[src/rtl/cla_adder5_pkg.sv]
// Shared sizing helpers for the registered carry look-ahead adder.
package cla_adder5_pkg;

    function automatic int unsigned num_groups(input int unsigned width, input int unsigned grp);
        return (width + grp - 1) / grp;
    endfunction

    // Width of group k; the last group is partial when grp does not divide width.
    function automatic int unsigned grp_width(input int unsigned width, input int unsigned grp,
                                              input int unsigned k);
        int unsigned lo;
        lo = k * grp;
        return ((width - lo) < grp) ? (width - lo) : grp;
    endfunction

endpackage

[src/rtl/cla_adder5_group.sv]
// One look-ahead group: flat sum-of-products carries plus group generate/propagate.
module cla_group #(
    parameter int unsigned W = 4
) (
    input  logic [W-1:0] g,
    input  logic [W-1:0] p,
    input  logic         ci,
    output logic [W-1:0] c,
    output logic         gg,
    output logic         gp
);

    // Every carry is an independent two-level OR of AND terms, so no carry waits on another.
    always_comb begin
        logic cv;
        logic term;
        c = '0;
        for (int i = 0; i < W; i++) begin
            cv = ci;
            for (int k = 0; k < i; k++) cv = cv & p[k];
            for (int j = 0; j < i; j++) begin
                term = g[j];
                for (int k = j + 1; k < i; k++) term = term & p[k];
                cv = cv | term;
            end
            c[i] = cv;
        end
    end

    always_comb begin
        logic term;
        gg = 1'b0;
        gp = &p;
        for (int j = 0; j < W; j++) begin
            term = g[j];
            for (int k = j + 1; k < W; k++) term = term & p[k];
            gg = gg | term;
        end
    end

endmodule

[src/rtl/cla_adder5.sv]
// Registered unsigned adder: {cout, s} <= a + b + cin using chained look-ahead groups.
module cla_adder5
    import cla_adder5_pkg::*;
#(
    parameter int unsigned WIDTH = 5,
    parameter int unsigned GROUP = 4
) (
    input  logic             clk,
    input  logic             rst,
    input  logic [WIDTH-1:0] a,
    input  logic [WIDTH-1:0] b,
    input  logic             cin,
    output logic [WIDTH-1:0] s,
    output logic             cout
);

    localparam int unsigned NGroups = num_groups(WIDTH, GROUP);

    logic [WIDTH-1:0] g;
    logic [WIDTH-1:0] p;
    logic [WIDTH-1:0] sum_w;
    logic             carry_w;
    logic [WIDTH-1:0] s_d, s_q;
    logic             cout_d, cout_q;

    assign g = a & b;
    assign p = a ^ b;

    for (genvar k = 0; k < NGroups; k++) begin : g_grp
        localparam int unsigned Lo = k * GROUP;
        localparam int unsigned W  = grp_width(WIDTH, GROUP, k);

        logic [W-1:0] cg;
        logic         ci;
        logic         gg;
        logic         gp;
        logic         co;

        if (k == 0) begin : g_first
            assign ci = cin;
        end else begin : g_chain
            assign ci = g_grp[k-1].co;
        end

        cla_group #(
            .W (W)
        ) u_grp (
            .g  (g[Lo +: W]),
            .p  (p[Lo +: W]),
            .ci (ci),
            .c  (cg),
            .gg (gg),
            .gp (gp)
        );

        assign co            = gg | (gp & ci);
        assign sum_w[Lo +: W] = p[Lo +: W] ^ cg;
    end

    assign carry_w = g_grp[NGroups-1].co;

    always_comb begin
        s_d    = sum_w;
        cout_d = carry_w;
    end

    always_ff @(posedge clk or posedge rst) begin
        if (rst) begin
            s_q    <= '0;
            cout_q <= 1'b0;
        end else begin
            s_q    <= s_d;
            cout_q <= cout_d;
        end
    end

    assign s    = s_q;
    assign cout = cout_q;

endmodule

[config.mk]
export PLATFORM = sky130hd
export DESIGN_NAME = cla_adder5
export DESIGN_NICKNAME = d
export VERILOG_FILES = /design/src/rtl/cla_adder5_pkg.sv /design/src/rtl/cla_adder5_group.sv /design/src/rtl/cla_adder5.sv
export SDC_FILE = /design/constraint.sdc
export NUM_CORES = 1
export LEC_CHECK = 0
export CELL_PAD_IN_SITES_DETAIL_PLACEMENT = 1
export CELL_PAD_IN_SITES_GLOBAL_PLACEMENT = 1
export CORE_AREA = 5 5 42 44
export CTS_CLUSTER_DIAMETER = 200
export DETAILED_ROUTE_END_ITERATION = 8
export DIE_AREA = 0 0 47 49
export HOLD_SLACK_MARGIN = 0.03
export PLACE_DENSITY = 0.77
export SLEW_MARGIN = 30
export SYNTH_ARGS = -nofsm -noshare
export SYNTH_HDL_FRONTEND = slang
export SYNTH_SLANG_ARGS = --single-unit
[constraint.sdc]
create_clock -name clk -period 0.8 [get_ports clk]
set_clock_uncertainty 0.1 [all_clocks]
set_input_delay 0.08 -clock clk [delete_from_list [all_inputs] [get_ports clk]]
set_output_delay 0.08 -clock clk [all_outputs]
set_load 0.01 [all_outputs]
==> impl_metrics.yaml, run 1 <==
layout:
  postLayoutCoreUtil_pct: 51.5
  drive_gt1_share_pct: 63.9
  nNetsFinal: 83
  area_growth_pct: 102
  fillers: 158
  antenna_cells: 0
grt:
  gr-usage-all-layers_pct: 9.50
  grt_max_degree: 7
  grt_overflow_total: 0
  grt_pass1_wl_um: 1550
  grt_pass1_vias: 405
  grt_antenna_before_repair: 0
clock_tree:
  clk_pin_slew_ps: 40
  cts_root_buf: "clkbuf_4"
  cts_buffer_depth: 2
  cts_tree: "built"
  cts_sinks: 6
  ctsHtreeMaxLevel: 1
  cts_made_buffers: 3
power:
  p_int_mw: 0.772
  clock_power_share_pct: 24.7
  swShare_pct: 27.5
  power_frac_comb_pct: 40.2
  ir_worst_vdd_mv: 0.430
  p_per_area_mw_per_mm2: 1470
  switching_power_mw: 0.292
  leakagePower_nw: 0.333
  seqPwrFrac_pct: 35.1
synth:
  synth_common_cells: "dfrtp_1, ha_1, inv_1"
  synthCells: 31
  avgSynthCellArea_um2: 11.5
  synthFlopType: "dfrtp_1"
  yosys-top-cells-area: "dfrtp_1, ha_1, fa_1, inv_1, xor2_1"
  yosysWarningCount: 0
  ys_ff_latch: 6
  synth_edf_count: 0
  yosys.area.top_type: "dfrtp_1"
  async_reset_ff_share_pct: 100
  ys_seq_area_share_pct: 42.1
  synth_area_um2: 357
  yosysMostFrequentCell: "dfrtp_1"
  ys_types: 13
  synth.net_count: 51
  synth_top_cell_area_share_pct: 42.1
floorplanning:
  core_mm2: 0.00140
  row_count: 14
  die_h_um: 49
  die_x_um: 47
  ios: 19
  start_util_pct: 25.4
  dieArea_mm2: 0.00230
run_status:
  violations: "negative hold slack, negative setup slack"
  status: "complete, but fails checks"
detailed_routing:
  drt_first_pass_iters: 1
  ant_nets: 0
  routed_wl_um: 956
  routed_via_density: 4.36
  via_count: 336
  drc: 0
  wl_per_cell_um: 12.4
  drt-initial-drc-count: 0
sta:
  period_share_pct: 156
  fmaxAchievable_mhz: 802
  hold_viol_final: 6
  worstMarginPinSlew_ps: 233
  setup_violations: 10
  timing.hold.ws_ps: -40.7
  finalSetupTns_ps: -1780
  worst_slack_ps: -447
  min_period_ps: 1250
  maxSlewViolCount: 0
  rsz0062_at_grt: "yes"
  slew_headroom_pct: 84.4
setup_path:
  worstPathCellList: "buf_6, ha_4, a21oi_4, a21oi_2, a211oi_2, fa_1, inv_1"
  crit_fanout: 3
  worst_ep_required_time_ps: 870
  path_class: "in -> reg"
  end_kind: "flop"
  arrival_ps: 1320
  slowest_stage: "fa_1"
  max_stage_delay_ps: 450
  start_kind: "input pin"
place:
  dp_hpwl_um: 817
  place_congestion: 0.645
  port_buffers: 18
flow_run:
  max_cap_violations: 0
min_path:
  hold_class: "in -> async"
[final timing paths]
kind,start,end,cells past startpoint
hold / removal,rst,s[3],2
setup / recovery,a[1],s[4],7
max in group asynchronous,rst,s[1],2
min in group clk,a[0],s[0],3
[critical path: cells and delay by family]
family / cells / cell delay [ps]
fa+ha+maj: 2 / 700
buf+inv: 2 / 160
compound gates: 3 / 370
[cell type report]
cell class / instances / area, µm² / share of cell area (%)
multi-input combinational: 20 / 278 / 38.5
clock buffer: 3 / 22.5 / 3.12
tap: 16 / 20.0 / 2.77
inverter: 5 / 18.8 / 2.60
sequential: 6 / 150 / 20.8
timing repair buffer: 27 / 233 / 32.2
[sequential cells by signal, indices dropped and copies added (netlist names)]
register and flops:
s 5, cout 1
[power groups by stage]
stage	clock, mW	combinational (mW)	sequential [mW]
after global routing	0.299	0.474	0.378
after CTS	0.280	0.410	0.373
after global placement	0	0.429	0.375
after detailed placement	0	0.449	0.380
after floorplan	0	0.155	0.409
final	0.263	0.428	0.374
[logic make-up (layout without fill, tap and decap cells)]
kind of cell,after synthesis,after routing,share of synthesized area [%]
AOI/OAI and AO/OA,6,6,11.9
xor gates and xnor gates,3,3,7.37
adders and majority gates,7,7,28.8
buffers and inverters,5,35,5.26
DFF,6,6,42.1
and+or+nand+nor,4,4,4.56
[cells in the final DEF (no fill, tap or decap), types with 2 or more instances in the layout]
cell | Yosys | final
dfrtp_1 | 6 | 6
buf_8 | 0 | 2
clkdlybuf4s50_1 | 0 | 3
ha_4 | 0 | 5
xor2_1 | 2 | 2
clkbuf_2 | 0 | 3
clkbuf_4 | 0 | 3
buf_6 | 0 | 8
buf_4 | 0 | 5
inv_1 | 5 | 5
buf_2 | 0 | 6
[per-layer routing]
metal / wire [µm] / up-vias / GRT usage [%] / share of wire (%)
met5: 0 / - / 0 / 0
met4: 0 / 0 / 5.07 / 0
met3: 86 / 0 / 3.32 / 9.0
met2: 559 / 11 / 17.2 / 58
met1: 310 / 164 / 8.54 / 32
li1: - / 161 / - / -
[metrics by stage]
stage | total power [mW] | instance area, µm² | cells | setup slack, ps
2_1_floorplan | 0.564 | 434 | 31 | -544
3_3_place_gp | 0.804 | 694 | 73 | -1070
3_5_place_dp | 0.829 | 694 | 73 | -1090
4_1_cts | 1.06 | 707 | 77 | -514
5_1_grt | 1.15 | 722 | 77 | -513
6_report | 1.06 | 722 | 77 | -447
[timing repair]
action                                  4_1_cts  5_1_grt
pin swaps                                    13       12
endpoints found under the setup margin       12       11
buffers inserted                              1        0
hold endpoints to repair                      6        6
gates resized for setup                      64        9
Power figures use the tool's default switching activity.
==> inputs of run 2 (changes only) <==
ABC_AREA = 1   (was not set)
CORE_AREA = not set   (was 5 5 42 44)
CORE_MARGIN = 5   (was not set)
CORE_UTILIZATION = 30   (was not set)
CTS_BUF_LIST = sky130_fd_sc_hd__clkbuf_16   (was not set)
DIE_AREA = not set   (was 0 0 47 49)
PLACE_DENSITY = 0.81   (was 0.77)
==> run 2 against run 1 <==
Effect of this change: the flow still finishes with violations (negative hold slack, negative setup slack); power rose by 57%; first-iteration DRC count rose by 1; worst hold slack improved by 18 ps; global-route usage rose by 8.0 points; synthesized area rose by 21%; synthesized cell count rose by 45%; sequential power barely moved; clock power rose to 3.1 times the previous value; utilization rose by 13 points; die area barely moved.
==> impl_metrics.yaml, run 2 <==
place:
  dp.cells: 83
  dp_hpwl_um: 1060
  place_congestion: 0.764
  place_area_um2: 718
  pre_cts_slack_ps: -1120
  port_buffers: 18
clock_tree:
  clk_pin_slew_ps: 30
  ctsHtreeMaxLevel: 1
  cts_sinks: 6
  cts_root_buf: "clkbuf_16"
  cts_tree: "built"
  cts_made_buffers: 3
  cts_buffer_depth: 2
setup_path:
  max_stage_delay_ps: 480
  path_class: "in -> reg"
  slowest_stage: "fa_1"
  worstPathCellList: "buf_6, ha_4, nand4_1, nor2_1, nor2_1, fa_1, inv_1"
  start_kind: "input pin"
  worst_ep_required_time_ps: 820
  end_kind: "flop"
  crit_fanout: 5
  path_common_cell: "nor2_1"
  arrival_ps: 1250
sta:
  hold_viol_final: 6
  worst_slack_ps: -431
  setup_violations: 11
  timing.hold.ws_ps: -22.6
  min_period_ps: 1230
  fmaxAchievable_mhz: 813
  maxSlewViolCount: 0
  rsz0062_at_grt: "yes"
  worstMarginPinSlew_ps: 238
  period_share_pct: 154
  slew_headroom_pct: 84.1
  finalSetupTns_ps: -1690
grt:
  grt_antenna_before_repair: 0
  grt_max_degree: 7
  grt_pass1_wl_um: 2500
  grt_pass1_vias: 550
  gr-usage-all-layers_pct: 17.5
  grt_overflow_total: 0
synth:
  synth_edf_count: 0
  synth_area_um2: 433
  yosys.area.top_type: "dfrtp_1"
  synth_common_cells: "inv_1, dfrtp_1, ha_1, nand2_1"
  synthFlopType: "dfrtp_1"
  synth.net_count: 65
  synthCells: 45
  ys_seq_area_share_pct: 34.7
  yosysWarningCount: 0
  async_reset_ff_share_pct: 100
  yosysMostFrequentCell: "inv_1"
  synth_top_cell_area_share_pct: 34.7
  avgSynthCellArea_um2: 9.62
  yosys-top-cells-area: "dfrtp_1, ha_1, fa_1, inv_1, nand4_1"
  ys_types: 13
  ys_ff_latch: 6
floorplanning:
  core_mm2: 0.00133
  row_count: 13
  start_util_pct: 32.5
  ios: 19
  dieArea_mm2: 0.00230
  die_h_um: 48.0
  die_x_um: 48.0
detailed_routing:
  drc: 0
  routed_wl_um: 1590
  ant_nets: 0
  drt_first_pass_iters: 4
  drt-initial-drc-count: 1
  routed_via_density: 4.93
  via_count: 439
  wl_per_cell_um: 17.9
layout:
  largest_reg_flops: 5
  fin_cells: 89
  design_area_um2: 855
  nNetsFinal: 96
  drive_gt1_share_pct: 55.4
  postLayoutCoreUtil_pct: 64.1
  final_cell_mix: "buf_6, inv_1, buf_4"
  final_common_cell: "buf_6"
  fillers: 139
  antenna_cells: 0
  area_growth_pct: 97.4
power:
  leakagePower_nw: 0.412
  power_frac_comb_pct: 29.5
  swShare_pct: 24.6
  ir_worst_vdd_mv: 1.09
  p_total_mw: 1.67
  p_per_area_mw_per_mm2: 1960
  seqPwrFrac_pct: 22.4
  p_int_mw: 1.26
  clock_power_share_pct: 48.1
  switching_power_mw: 0.411
flow_run:
  max_cap_violations: 0
min_path:
  hold_class: "in -> async"
run_status:
  status: "complete, but fails checks"
  violations: "negative hold slack, negative setup slack"
run 2: cell types whose count changed after synthesis, sizes merged, moves of 2 or more:
cell   previous run  this run
inv               5        10
nand2             2         7
nand3             1         5
nand4             0         4
a21oi             3         0
buf               0         2
run 2: worst max path at each step:
| stage | slack (ps) | cells past startpoint | endpoint | start |
|---|---|---|---|---|
| 2_1_floorplan | -560 | 7 | s[4] | b[2] |
| 3_3_place_gp | -1050 | 7 | s[4] | b[0] |
| 3_5_place_dp | -1120 | 7 | s[4] | b[0] |
| 4_1_cts | -460 | 7 | s[4] | a[2] |
| 5_1_grt | -490 | 7 | s[4] | b[3] |
| 6_report | -430 | 7 | s[4] | b[3] |
run 2: power groups by stage:
stage                     registers (mW)  clock network [mW]  logic, mW
after floorplan                    0.406                   0      0.191
after global placement             0.372                   0      0.438
after detailed placement           0.378                   0      0.462
after CTS                          0.375               0.813      0.461
after global routing               0.379               0.830      0.541
final                              0.375               0.805      0.492
run 2: layer usage:
metal / share of wire [%] / wire, µm / vias up / track usage, %
li1: - / - / 200 / -
met1: 32 / 514 / 214 / 15.4
met2: 57 / 909 / 17 / 33.8
met3: 4.5 / 71 / 8 / 2.63
met4: 6.0 / 96 / 0 / 14.5
met5: 0 / 0 / - / 0
run 2: layout make-up:
type | instances | area (µm²) | share of cell area [%]
inverters | 10 | 37.5 | 4.39
clock buffers | 3 | 75.1 | 8.78
flip-flops and latches | 6 | 150 | 17.6
repair buffers | 28 | 262 | 30.6
well taps | 15 | 18.8 | 2.20
multi-input cells | 27 | 312 | 36.5
run 2: worst max-delay path, delay by kind of cell:
| kind | cells | cell delay (ps) |
|---|---|---|
| adders and majority gates | 2 | 760 |
| and+or+nand+nor | 3 | 270 |
| buffers and inverters | 2 | 140 |
run 2: repair_timing:
action                                 in CTS  in global routing
endpoints found under the hold margin       6                  6
gates resized for setup                    75                  7
buffers inserted                            3                  0
pin swaps                                  16                 12
setup endpoints to repair                  12                 11
run 2: cell families (layout without fill, tap and decap cells):
group	count (synthesis)	in the layout	synth area share (%)
and+or+nand+nor	18	18	21.7
DFF	6	6	34.7
xor gates and xnor gates	2	2	4.05
buffers and inverters	12	41	15.9
adders and majority gates	7	7	23.7
